## config.mk

```make
export PLATFORM = sky130hd
export DESIGN_NAME = fighter_fsm
export DESIGN_NICKNAME = d
export VERILOG_FILES = /design/src/rtl/fighter_pkg.sv /design/src/rtl/fighter_phase_timer.sv /design/src/rtl/fighter_fsm.sv
export SDC_FILE = /design/constraint.sdc
export NUM_CORES = 1
export LEC_CHECK = 0
export CORE_MARGIN = 3
export CORE_UTILIZATION = 43
export DETAILED_ROUTE_END_ITERATION = 10
export PLACE_DENSITY = 0.7
export SETUP_SLACK_MARGIN = 0.2
export SLEW_MARGIN = 20
export SYNTH_ARGS = -nofsm -noshare
export SYNTH_HDL_FRONTEND = slang
export SYNTH_SLANG_ARGS = --single-unit
```

## constraint.sdc

```tcl
create_clock -name clk_game -period 6.99 [get_ports clk_game]
set_clock_uncertainty 0.2 [all_clocks]
set_input_delay 1.398 -clock clk_game [delete_from_list [all_inputs] [get_ports clk_game]]
set_output_delay 1.398 -clock clk_game [all_outputs]
set_load 0.03 [all_outputs]
```

## src/rtl/fighter_pkg.sv

```systemverilog
// rtl/fighter_pkg.sv - fighter state encoding and shared helpers
package fighter_pkg;

  localparam logic [3:0] ST_IDLE        = 4'd0;
  localparam logic [3:0] ST_LEFT        = 4'd1;
  localparam logic [3:0] ST_RIGHT       = 4'd2;
  localparam logic [3:0] ST_A1_STARTUP  = 4'd3;
  localparam logic [3:0] ST_A1_ACTIVE   = 4'd4;
  localparam logic [3:0] ST_A1_RECOVERY = 4'd5;
  localparam logic [3:0] ST_A2_STARTUP  = 4'd6;
  localparam logic [3:0] ST_A2_ACTIVE   = 4'd7;
  localparam logic [3:0] ST_A2_RECOVERY = 4'd8;
  localparam logic [3:0] ST_DAMAGE      = 4'd9;
  localparam logic [3:0] ST_BLOCK       = 4'd10;
  localparam logic [3:0] ST_KO          = 4'd11;

  // States IDLE..A2_RECOVERY are the ones where an incoming hit lands
  function automatic logic is_hittable(input logic [3:0] s);
    return s <= ST_A2_RECOVERY;
  endfunction

  function automatic int max_int(input int a, input int b);
    return (a > b) ? a : b;
  endfunction

endpackage

```

## src/rtl/fighter_phase_timer.sv

```systemverilog
// rtl/fighter_phase_timer.sv - shared tick counter for timed fighter phases
module fighter_phase_timer #(
  parameter int CW = 4
) (
  input  logic          clk,
  input  logic          reset,
  input  logic          tick,
  input  logic          clear,
  input  logic [CW-1:0] last,
  output logic          expire
);

  logic [CW-1:0] count;

  always_ff @(posedge clk) begin
    if (reset) begin
      count <= '0;
    end else if (tick) begin
      count <= clear ? '0 : count + CW'(1);
    end
  end

  assign expire = (count == last);

endmodule

```

## src/rtl/fighter_fsm.sv

```systemverilog
// rtl/fighter_fsm.sv - per-player fighter controller: movement, attacks, stun, health, KO
module fighter_fsm
  import fighter_pkg::*;
#(
  parameter int FACING_RIGHT = 1,
  parameter int XW           = 10,
  parameter int START_X      = 300,
  parameter int CHAR_WIDTH   = 128,
  parameter int SCREEN_WIDTH = 640,
  parameter int SPEED_FWD    = 3,
  parameter int SPEED_BACK   = 2,
  parameter int GAP          = 4,
  parameter int A1_STARTUP   = 5,
  parameter int A1_ACTIVE    = 2,
  parameter int A1_RECOVERY  = 16,
  parameter int A2_STARTUP   = 4,
  parameter int A2_ACTIVE    = 3,
  parameter int A2_RECOVERY  = 15,
  parameter int HITSTUN      = 15,
  parameter int BLOCKSTUN    = 10,
  parameter int HEALTH_MAX   = 3
) (
  input  logic                                  clk_game,
  input  logic                                  reset,
  input  logic                                  frame_tick,
  input  logic                                  btn_left,
  input  logic                                  btn_right,
  input  logic                                  btn_attack,
  input  logic [XW-1:0]                         opp_x,
  input  logic                                  hit_in,
  output logic [3:0]                            state,
  output logic [XW-1:0]                         pos_x,
  output logic                                  attack_active,
  output logic                                  attack_heavy,
  output logic [$clog2(HEALTH_MAX+1)-1:0]       health,
  output logic                                  ko
);

  localparam int HW     = $clog2(HEALTH_MAX + 1);
  localparam int MAXLEN = max_int(max_int(max_int(A1_STARTUP, A1_ACTIVE), max_int(A1_RECOVERY, A2_STARTUP)),
                                  max_int(max_int(A2_ACTIVE, A2_RECOVERY), max_int(HITSTUN, BLOCKSTUN)));
  localparam int CW     = (MAXLEN > 1) ? $clog2(MAXLEN) : 1;
  localparam int PW     = XW + 2;

  localparam logic [PW-1:0] K_CHW  = PW'(CHAR_WIDTH);
  localparam logic [PW-1:0] K_SF   = PW'(SPEED_FWD);
  localparam logic [PW-1:0] K_SB   = PW'(SPEED_BACK);
  localparam logic [PW-1:0] K_GAP  = PW'(GAP);
  localparam logic [PW-1:0] K_XMAX = PW'(SCREEN_WIDTH - CHAR_WIDTH);

  logic [3:0]    next_state;
  logic [XW-1:0] next_pos;
  logic [HW-1:0] next_health;
  logic [PW-1:0] px, ox, step_l, step_r;
  logic [CW-1:0] phase_last;
  logic          phase_expire;
  logic          moving_back;

  assign px = PW'(pos_x);
  assign ox = PW'(opp_x);
  assign moving_back = (FACING_RIGHT != 0) ? (state == ST_LEFT) : (state == ST_RIGHT);

  // Widened arithmetic so the gap and clamp tests can never wrap
  always_comb begin
    step_l = px;
    step_r = px;
    if (FACING_RIGHT != 0) begin
      step_l = (px >= K_SB) ? px - K_SB : '0;
      if (px + K_CHW + K_SF + K_GAP <= ox) step_r = px + K_SF;
    end else begin
      if (ox + K_CHW + K_GAP + K_SF <= px) step_l = px - K_SF;
      step_r = (px + K_SB >= K_XMAX) ? K_XMAX : px + K_SB;
    end
  end

  always_comb begin
    phase_last = '0;
    case (state)
      ST_A1_STARTUP:  phase_last = CW'(A1_STARTUP - 1);
      ST_A1_ACTIVE:   phase_last = CW'(A1_ACTIVE - 1);
      ST_A1_RECOVERY: phase_last = CW'(A1_RECOVERY - 1);
      ST_A2_STARTUP:  phase_last = CW'(A2_STARTUP - 1);
      ST_A2_ACTIVE:   phase_last = CW'(A2_ACTIVE - 1);
      ST_A2_RECOVERY: phase_last = CW'(A2_RECOVERY - 1);
      ST_DAMAGE:      phase_last = CW'(HITSTUN - 1);
      ST_BLOCK:       phase_last = CW'(BLOCKSTUN - 1);
      default:        phase_last = '0;
    endcase
  end

  always_comb begin
    next_state  = state;
    next_pos    = pos_x;
    next_health = health;
    if (hit_in && is_hittable(state)) begin
      if (moving_back) begin
        next_state = ST_BLOCK;
      end else if (health <= HW'(1)) begin
        next_health = '0;
        next_state  = ST_KO;
      end else begin
        next_health = health - HW'(1);
        next_state  = ST_DAMAGE;
      end
    end else begin
      case (state)
        ST_IDLE: begin
          if (btn_attack)                next_state = ST_A1_STARTUP;
          else if (btn_left && !btn_right) next_state = ST_LEFT;
          else if (btn_right && !btn_left) next_state = ST_RIGHT;
        end
        ST_LEFT: begin
          if (btn_attack)     next_state = ST_A2_STARTUP;
          else if (!btn_left) next_state = btn_right ? ST_RIGHT : ST_IDLE;
          else                next_pos   = XW'(step_l);
        end
        ST_RIGHT: begin
          if (btn_attack)      next_state = ST_A2_STARTUP;
          else if (!btn_right) next_state = btn_left ? ST_LEFT : ST_IDLE;
          else                 next_pos   = XW'(step_r);
        end
        ST_A1_STARTUP:  if (phase_expire) next_state = ST_A1_ACTIVE;
        ST_A1_ACTIVE:   if (phase_expire) next_state = ST_A1_RECOVERY;
        ST_A1_RECOVERY: if (phase_expire) next_state = ST_IDLE;
        ST_A2_STARTUP:  if (phase_expire) next_state = ST_A2_ACTIVE;
        ST_A2_ACTIVE:   if (phase_expire) next_state = ST_A2_RECOVERY;
        ST_A2_RECOVERY: if (phase_expire) next_state = ST_IDLE;
        ST_DAMAGE:      if (phase_expire) next_state = ST_IDLE;
        ST_BLOCK:       if (phase_expire) next_state = ST_IDLE;
        default:        next_state = state;
      endcase
    end
  end

  // Every state change restarts the counter, so each phase begins at zero
  fighter_phase_timer #(.CW(CW)) u_timer (
    .clk    (clk_game),
    .reset  (reset),
    .tick   (frame_tick),
    .clear  (next_state != state),
    .last   (phase_last),
    .expire (phase_expire)
  );

  always_ff @(posedge clk_game) begin
    if (reset) begin
      state         <= ST_IDLE;
      pos_x         <= XW'(START_X);
      health        <= HW'(HEALTH_MAX);
      attack_active <= 1'b0;
      attack_heavy  <= 1'b0;
      ko            <= 1'b0;
    end else if (frame_tick) begin
      state         <= next_state;
      pos_x         <= next_pos;
      health        <= next_health;
      attack_active <= (next_state == ST_A1_ACTIVE) || (next_state == ST_A2_ACTIVE);
      attack_heavy  <= (next_state >= ST_A2_STARTUP) && (next_state <= ST_A2_RECOVERY);
      ko            <= (next_state == ST_KO);
    end
  end

endmodule

```

==> results of run 1 <==
==> area by class of cell <==
class	instances	area (um2)	share of cell area, %
Clock buffer	3	41.3	1.40
Clock inverter	1	8.76	0.298
Inverter	18	67.6	2.30
Multi-Input combinational cell	265	1840	62.7
Sequential cell	27	541	18.4
Tap cell	72	90.1	3.06
Timing Repair Buffer	35	350	11.9
==> power breakdown <==
group	internal (W)	total (W)	switching, W	leakage [nW]
registers	0.000159	0.000170	0.0000114	0.219
clock network	0.0000420	0.0000966	0.0000546	0.0261
logic	0.0000516	0.000119	0.0000674	0.867
==> worst min-delay path: cells and delay by family, from the launching register on <==
family,cells,cell delay (ps)
AOI/OAI and AO/OA,1,50
and+or+nand+nor,1,60
DFF,1,330
==> layer usage <==
metal	global-route usage, %	vias to the layer above	wire, um
li1	-	1251	-
met1	28.2	1205	3290
met2	26.5	101	2840
met3	1.88	4	392
met4	3.42	0	42
met5	0	-	0
==> path summary, 6_finish.rpt <==
kind | startpoint | end | slack, ps | cells after the start
setup / recovery | opp_x[6] | pos_x[5]$_SDFFE_PP1P_ | 2940 | 10
hold reg to reg | ko$_SDFFE_PP0P_ | ko$_SDFFE_PP0P_ | 270 | 2
setup reg to reg | pos_x[1]$_SDFFE_PP0P_ | pos_x[5]$_SDFFE_PP1P_ | 3180 | 14
hold / removal | ko$_SDFFE_PP0P_ | ko$_SDFFE_PP0P_ | 270 | 2
==> per-stage QoR <==
stage | cell area, um2 | instances | setup slack [ps]
after floorplan | 2560 | 333 | 3360
after global placement | 2890 | 417 | 2770
after detailed placement | 2890 | 417 | 2650
after CTS | 2940 | 421 | 2960
after global routing | 2940 | 421 | 2800
final | 2940 | 421 | 2940
==> sequential cells by signal (all words and copies together), names as in the netlist <==
signal and cells:
u_timer.count 4, state 4, phase_last 4, attack_heavy 1
pos_x 10, ko 1, health 2, attack_active 1
==> placed cells by master, fill, tap and decap left out, types with 8 or more instances in the layout <==
cell type | synthesis | routed
clkdlybuf4s50_1 | 0 | 35
dfxtp_1 | 27 | 27
a21oi_1 | 25 | 25
nand2_1 | 23 | 23
nor2_1 | 22 | 22
inv_1 | 18 | 18
ha_1 | 17 | 17
o21ai_0 | 15 | 15
nand3_1 | 11 | 11
nor2b_1 | 11 | 11
nor3_1 | 9 | 9
o31ai_1 | 8 | 8
==> kinds of logic after synthesis <==
family                   count (synthesis)  synth area share (%)
XOR/XNOR                                14                  4.79
flip-flops                              27                  21.1
buffers and inverters                   41                  6.89
AND/OR/NAND/NOR                        132                  29.3
AO/OA/AOI/OAI                           99                  28.3
adder cells (fa/ha/maj)                 17                  8.31
multiplexers                             3                  1.27
==> metrics.md, run 1 <==
| Metric | Value |
|---|---|
| Clk sinks | `27` |
| Synth cell count leaders | `27 x dfxtp_1, 25 x a21oi_1, 23 x nand2_1` |
| Cts hold-fix bufs | `0` |
| Slew Limit Fails | `0` |
| Post-layout min period | `slightly above 4000 ps` |
| Root buffer cell | `clkbuf_8` |
| Worst-Margin Slew | `approximately 1000 ps` |
| Area delta synth->final | `14.9%` |
| Core area | `about 5600 um2` |
| TritonCTS clock tree | `yes` |
| Row cnt | `27` |
| Count leader, synth | `dfxtp_1` |
| Synth top area share | `21.1%` |
| Gr ovfl total | `0` |
| Cell Area, Synth | `around 2600 um2` |
| Worst ir drop on vdd | `roughly 87 uV` |
| Drt total wl | `6570 um` |
| Vias per cell | `between 6 and 7` |
| Die X | `83.2 um` |
| DRC viols | `0` |
| Placer congestion estimate | `around 0.90` |
| Min Hold Slack | `approximately 270 ps` |
| Worst hold path class | `register to register` |
| Cts repair resizes | `0` |
| CTS max path bufs | `2` |
| Power Density | `~130 nW/um2` |
| Die Height | `83.2 um` |
| Worst path required time | `6970 ps` |
| GRT Resource Usage Total | `between 10% and 20%` |
| H-tree depth | `1` |
| Pin count of the biggest net entering global routing | `27` |
| Total power | `between 0.0003 and 0.0004 W` |
| DR iter-0 viols | `212` |
| Hold Vio Cnt, Final | `0` |
| Vias in the first global route | `around 2200` |
| # IOs | `36` |
| Distinct cells, synth | `72` |
| CP cell instances | `clkdlybuf4s50_1 -> inv_1 -> ha_1 -> a21o_1 -> a221o_1 -> a21oi_1 -> nor2b_1 -> o31ai_1 -> nand3_1 -> a221o_1` |
| Worst skew pair latency | `about 280 ps` |
| # fillers | `522` |
| CP Launch Type | `input port` |
| #FFs+latches synth | `27` |
| Routed len/inst | `~16 um` |
| Via count | `2561` |
| RSZ-0062 raised after global routing | `no` |
| Post-Synthesis Cells | `around 330` |
| Remaining antenna violation count | `0` |
| Critical path class | `input port to register` |
| Share of layout cells above drive strength 1 | `between 7 and 8%` |
| Status | `finished clean` |
| Yosys warns | `0` |
| Layout net count | `between 300 and 400` |
| Initial Utilization | `45.4%` |
| Final setup viols | `0` |
| Clock Pin Slew Worst Setup and Hold Paths | `~100 ps` |
| Post-synthesis sequential area ratio | `roughly a fifth` |
| Syn Area/Cell | `around 7.7 um2` |
| Input/output buffers | `35` |
| Max cap viols | `0` |
| CTS buffer count | `3` |
| First-pass GRT wire length | `~11000 um` |
| Async SR Flop Fraction | `0%` |
| LEAKAGE | `1.11 nW` |
| Die footprint | `between 6000 and 7000 um2` |
| Top cells by area, synth | `dfxtp_1 21%, ha_1 8.3%, a21oi_1 4.9%` |
| DRT Pass-1 Iters | `5` |
| Number of synthesized flops with an enable pin | `0` |
| Setup TNS | `0 ps` |
| Slew headroom | `32.2%` |
| Initial antenna violation count | `0` |
| Largest stage delay, worst path | `roughly 620 ps` |
| Crit end category | `register` |
| Max Fclk | `~0.25 GHz` |
| Max FO, Critical Path | `6` |
| ANT cells | `0` |
| Setup repair bufs after CTS | `0` |
| Syn Nets | `between 300 and 400` |
| Crit-path leading delay family | `compound AO/OA/AOI/OAI gates` |
| WP data arrival | `between 4000 and 5000 ps` |
| Main synth FF type | `dfxtp_1` |
| Crit path max-delay cell type | `o31ai_1` |
| CP bufs+invs | `2` |
| Post-synth top area cell | `dfxtp_1` |
| Detailed Place HPWL | `~4800 um` |
| Final Core Density | `a little over half` |
| Top cell by count, worst path | `a221o_1` |
| Crit share post-route | `between 50% and 60%` |
Note: power is estimated with default switching activity, not from simulation.
==> inputs of run 2 (changes only) <==
==> constraint.sdc (replaced) <==
create_clock -name clk_game -period 3.9 [get_ports clk_game]
set_clock_uncertainty 0.2 [all_clocks]
set_input_delay 0.78 -clock clk_game [delete_from_list [all_inputs] [get_ports clk_game]]
set_output_delay 0.78 -clock clk_game [all_outputs]
set_load 0.03 [all_outputs]
==> run 2 against run 1 <==
Compared with the run above:
- cell count rose by 2.6%
- combinational power rose by 85%
- flip-flop and latch count did not move
- largest power group unchanged
- via count fell by 2.3%
- sequential power rose by 78%
- routed wire length rose by 0.82%
- final area rose by 2.9%
- hold slack got worse by 3.1 ps
- global-route usage rose by 0.69 points
- first-iteration DRC count rose by 42%
- total power rose by 81%
==> metrics.md, run 2 (same netlist as run 1, synthesis figures left out) <==
| Metric | Value |
|---|---|
| Status | `finished clean` |
| Setup TNS | `0 ps (unchanged)` |
| Detailed Place HPWL | `4940 um (+3.5%)` |
| Hold Path End | `ko$_SDFFE_PP0P_` |
| CP Launch Point | `pos_x[1]$_SDFFE_PP0P_` |
| LEAKAGE | `1.17 nW (+5.0%)` |
| ANT cells | `0 (unchanged)` |
| Worst path required time | `3910 ps (-3060 ps)` |
| Die Height | `83.2 um (unchanged)` |
| Share of layout cells above drive strength 1 | `10.6% (+3.1 points)` |
| Worst hold path class | `register to register` |
| Clock Pin Slew Worst Setup and Hold Paths | `100 ps (about the same)` |
| Input/output buffers | `35 (unchanged)` |
| Remaining antenna violation count | `0 (unchanged)` |
| First-pass GRT wire length | `11100 um (+3.2%)` |
| Min Hold Slack | `270 ps (-3.06 ps)` |
| Layout net count | `395 (+2.9%)` |
| Post-layout min period | `about 3500 ps` |
| Switching Share | `34.7% (+0.12 points)` |
| Hold Crit Start | `ko$_SDFFE_PP0P_` |
| Initial Utilization | `45.4% (unchanged)` |
| CP Launch Type | `register` |
| Largest register FFs | `10 (unchanged)` |
| Die X | `83.2 um (unchanged)` |
| Routed len/inst | `15.3 um (-1.7%)` |
| Root buffer cell | `clkbuf_8` |
| Worst-Margin Slew | `725 ps (-289 ps)` |
| Cells on worst reg2reg path | `13 (-1)` |
| NetSw | `0.000242 W (+81%)` |
| Crit path max-delay cell type | `or4_1` |
| Final Core Density | `53.7% (+1.5 points)` |
| Most frequent cells in the layout | `35 x clkdlybuf4s50_1, 26 x dfxtp_1, 25 x a21oi_1, 23 x nand2_1, 22 x nor2_1` |
| Vias in the first global route | `2296 (+2.1%)` |
| Max cap viols | `0 (unchanged)` |
| # IOs | `36 (unchanged)` |
| DR iter-0 viols | `300 (+42%)` |
| Reg2reg start | `pos_x[1]$_SDFFE_PP0P_` |
| Gr ovfl total | `0 (unchanged)` |
| Crit-path leading delay family | `simple AND/OR/NAND/NOR gates` |
| Placed cell count | `427 (+2.4%)` |
| CTS max path bufs | `2 (unchanged)` |
| Clock Power Share | `25.0% (about the same)` |
| Critical path class | `register to register` |
| Initial antenna violation count | `0 (unchanged)` |
| GRT Resource Usage Total | `18.7% (+0.69 points)` |
| Vias per cell | `5.79 (-4.8%)` |
| Flop pwr share | `43.4% (-0.7 points)` |
| Slew headroom | `51.6% (+19 points)` |
| Max FO, Critical Path | `8 (+2)` |
| Row cnt | `27 (unchanged)` |
| H-tree depth | `1 (unchanged)` |
| Largest stage delay, worst path | `530 ps (-90 ps)` |
| Final setup viols | `0 (unchanged)` |
| Hold Vio Cnt, Final | `0 (unchanged)` |
| Pin count of the biggest net entering global routing | `27 (unchanged)` |
| DRT Pass-1 Iters | `4 (-1)` |
| DRC viols | `0 (unchanged)` |
| Commonest non-fill, non-tap cell in the layout | `clkdlybuf4s50_1` |
| WP data arrival | `3520 ps (-510 ps)` |
| Worst ir drop on vdd | `120 uV (+38%)` |
| Core area | `5640 um2 (unchanged)` |
| Internal power | `0.000455 W (+80%)` |
| Clk sinks | `27 (unchanged)` |
| Drt total wl | `6630 um (+0.82%)` |
| Worst reg2reg endpoint | `pos_x[4]$_SDFFE_PP0P_` |
| Placer congestion estimate | `0.973 (+7.8%)` |
| Worst hold stages | `2 (unchanged)` |
| Cts hold-fix bufs | `0 (unchanged)` |
| Combinational share of power | `31.6% (+0.8 points)` |
| # fillers | `536 (+2.7%)` |
| CP bufs+invs | `1 (-1)` |
| Power Density | `230 nW/um2 (+76%)` |
| Largest Register | `pos_x` |
| Crit end category | `register` |
| Worst R2R Setup Slack | `390 ps (-2790 ps)` |
| Slew Limit Fails | `0 (unchanged)` |
| Die footprint | `6920 um2 (unchanged)` |
| CTS buffer count | `3 (unchanged)` |
| Area delta synth->final | `18.3%` |
| Crit share post-route | `between 80% and 90%` |
| Fin cells | `432 (+2.6%)` |
| CP cell instances | `inv_1 -> ha_1 -> nand2_1 -> and3_1 -> xnor2_1 -> ha_1 -> and3_1 -> a221o_1 -> a21oi_1 -> nor2b_1 -> o31a_1 -> or4_1 -> a21oi_1` |
| Worst skew pair latency | `280 ps (about the same)` |
| RSZ-0062 raised after global routing | `no` |
| TritonCTS clock tree | `yes` |
| Via count | `2501 (-2.3%)` |
| Max Fclk | `approximately 0.28 GHz` |
[run 2: cell types whose count changed in the layout (fill, tap and decap cells not counted), sizes merged]
cell  delta
buf     +11
[run 2: worst max path at each step]
stage	end	slack, ps	cells past startpoint
3_3_place_gp	pos_x[4]$_SDFFE_PP0P_	340	10
2_1_floorplan	pos_x[4]$_SDFFE_PP0P_	340	14
6_report	pos_x[4]$_SDFFE_PP0P_	390	13
4_1_cts	pos_x[4]$_SDFFE_PP0P_	230	14
5_1_grt	pos_x[4]$_SDFFE_PP0P_	210	14
3_5_place_dp	pos_x[4]$_SDFFE_PP0P_	260	10
[run 2: cell type report]
type                            instances  area (um2)  share of cell area (%)
Inverter                               18        67.6                    2.23
Clock buffer                            3        41.3                    1.36
Multi-Input combinational cell        265        1840                    60.9
Timing Repair Buffer                   46         433                    14.3
Clock inverter                          1        8.76                   0.289
Tap cell                               72        90.1                    2.98
Sequential cell                        27         544                    18.0
[run 2: tightest hold or removal path, cell delays in order (launching register included)]
cell,delay (ps)
dfxtp_1,320
nand2_1,60
a21oi_1,50
[run 2: routing by layer]
layer / track usage [%] / share of wire [%]
met2: 26.4 / 42
met1: 30.0 / 51
met5: 0 / 0
met4: 3.86 / 0.77
met3: 2.08 / 6.1
[run 2: per-stage QoR]
stage	power, W	area (um2)	setup slack [ps]
floorplan	0.000467	2560	339
global placement	0.000522	2970	341
detailed placement	0.000525	2970	256
CTS	0.000701	3020	230
global route	0.000742	3030	211
finish	0.000697	3030	390
[run 2: what timing repair did]
item / in CTS / in global routing
setup buffers: 0 / 1
resized for setup: 0 / 2
setup endpoints to repair: 0 / 8
[run 2: power groups by stage]
stage	Clock (W)	Combinational, W	Sequential [W]
after floorplan	0	0.000158	0.000309
after global placement	0	0.000214	0.000308
after detailed placement	0	0.000216	0.000309
after CTS	0.000182	0.000217	0.000302
after global routing	0.000195	0.000242	0.000306
final	0.000174	0.000220	0.000302
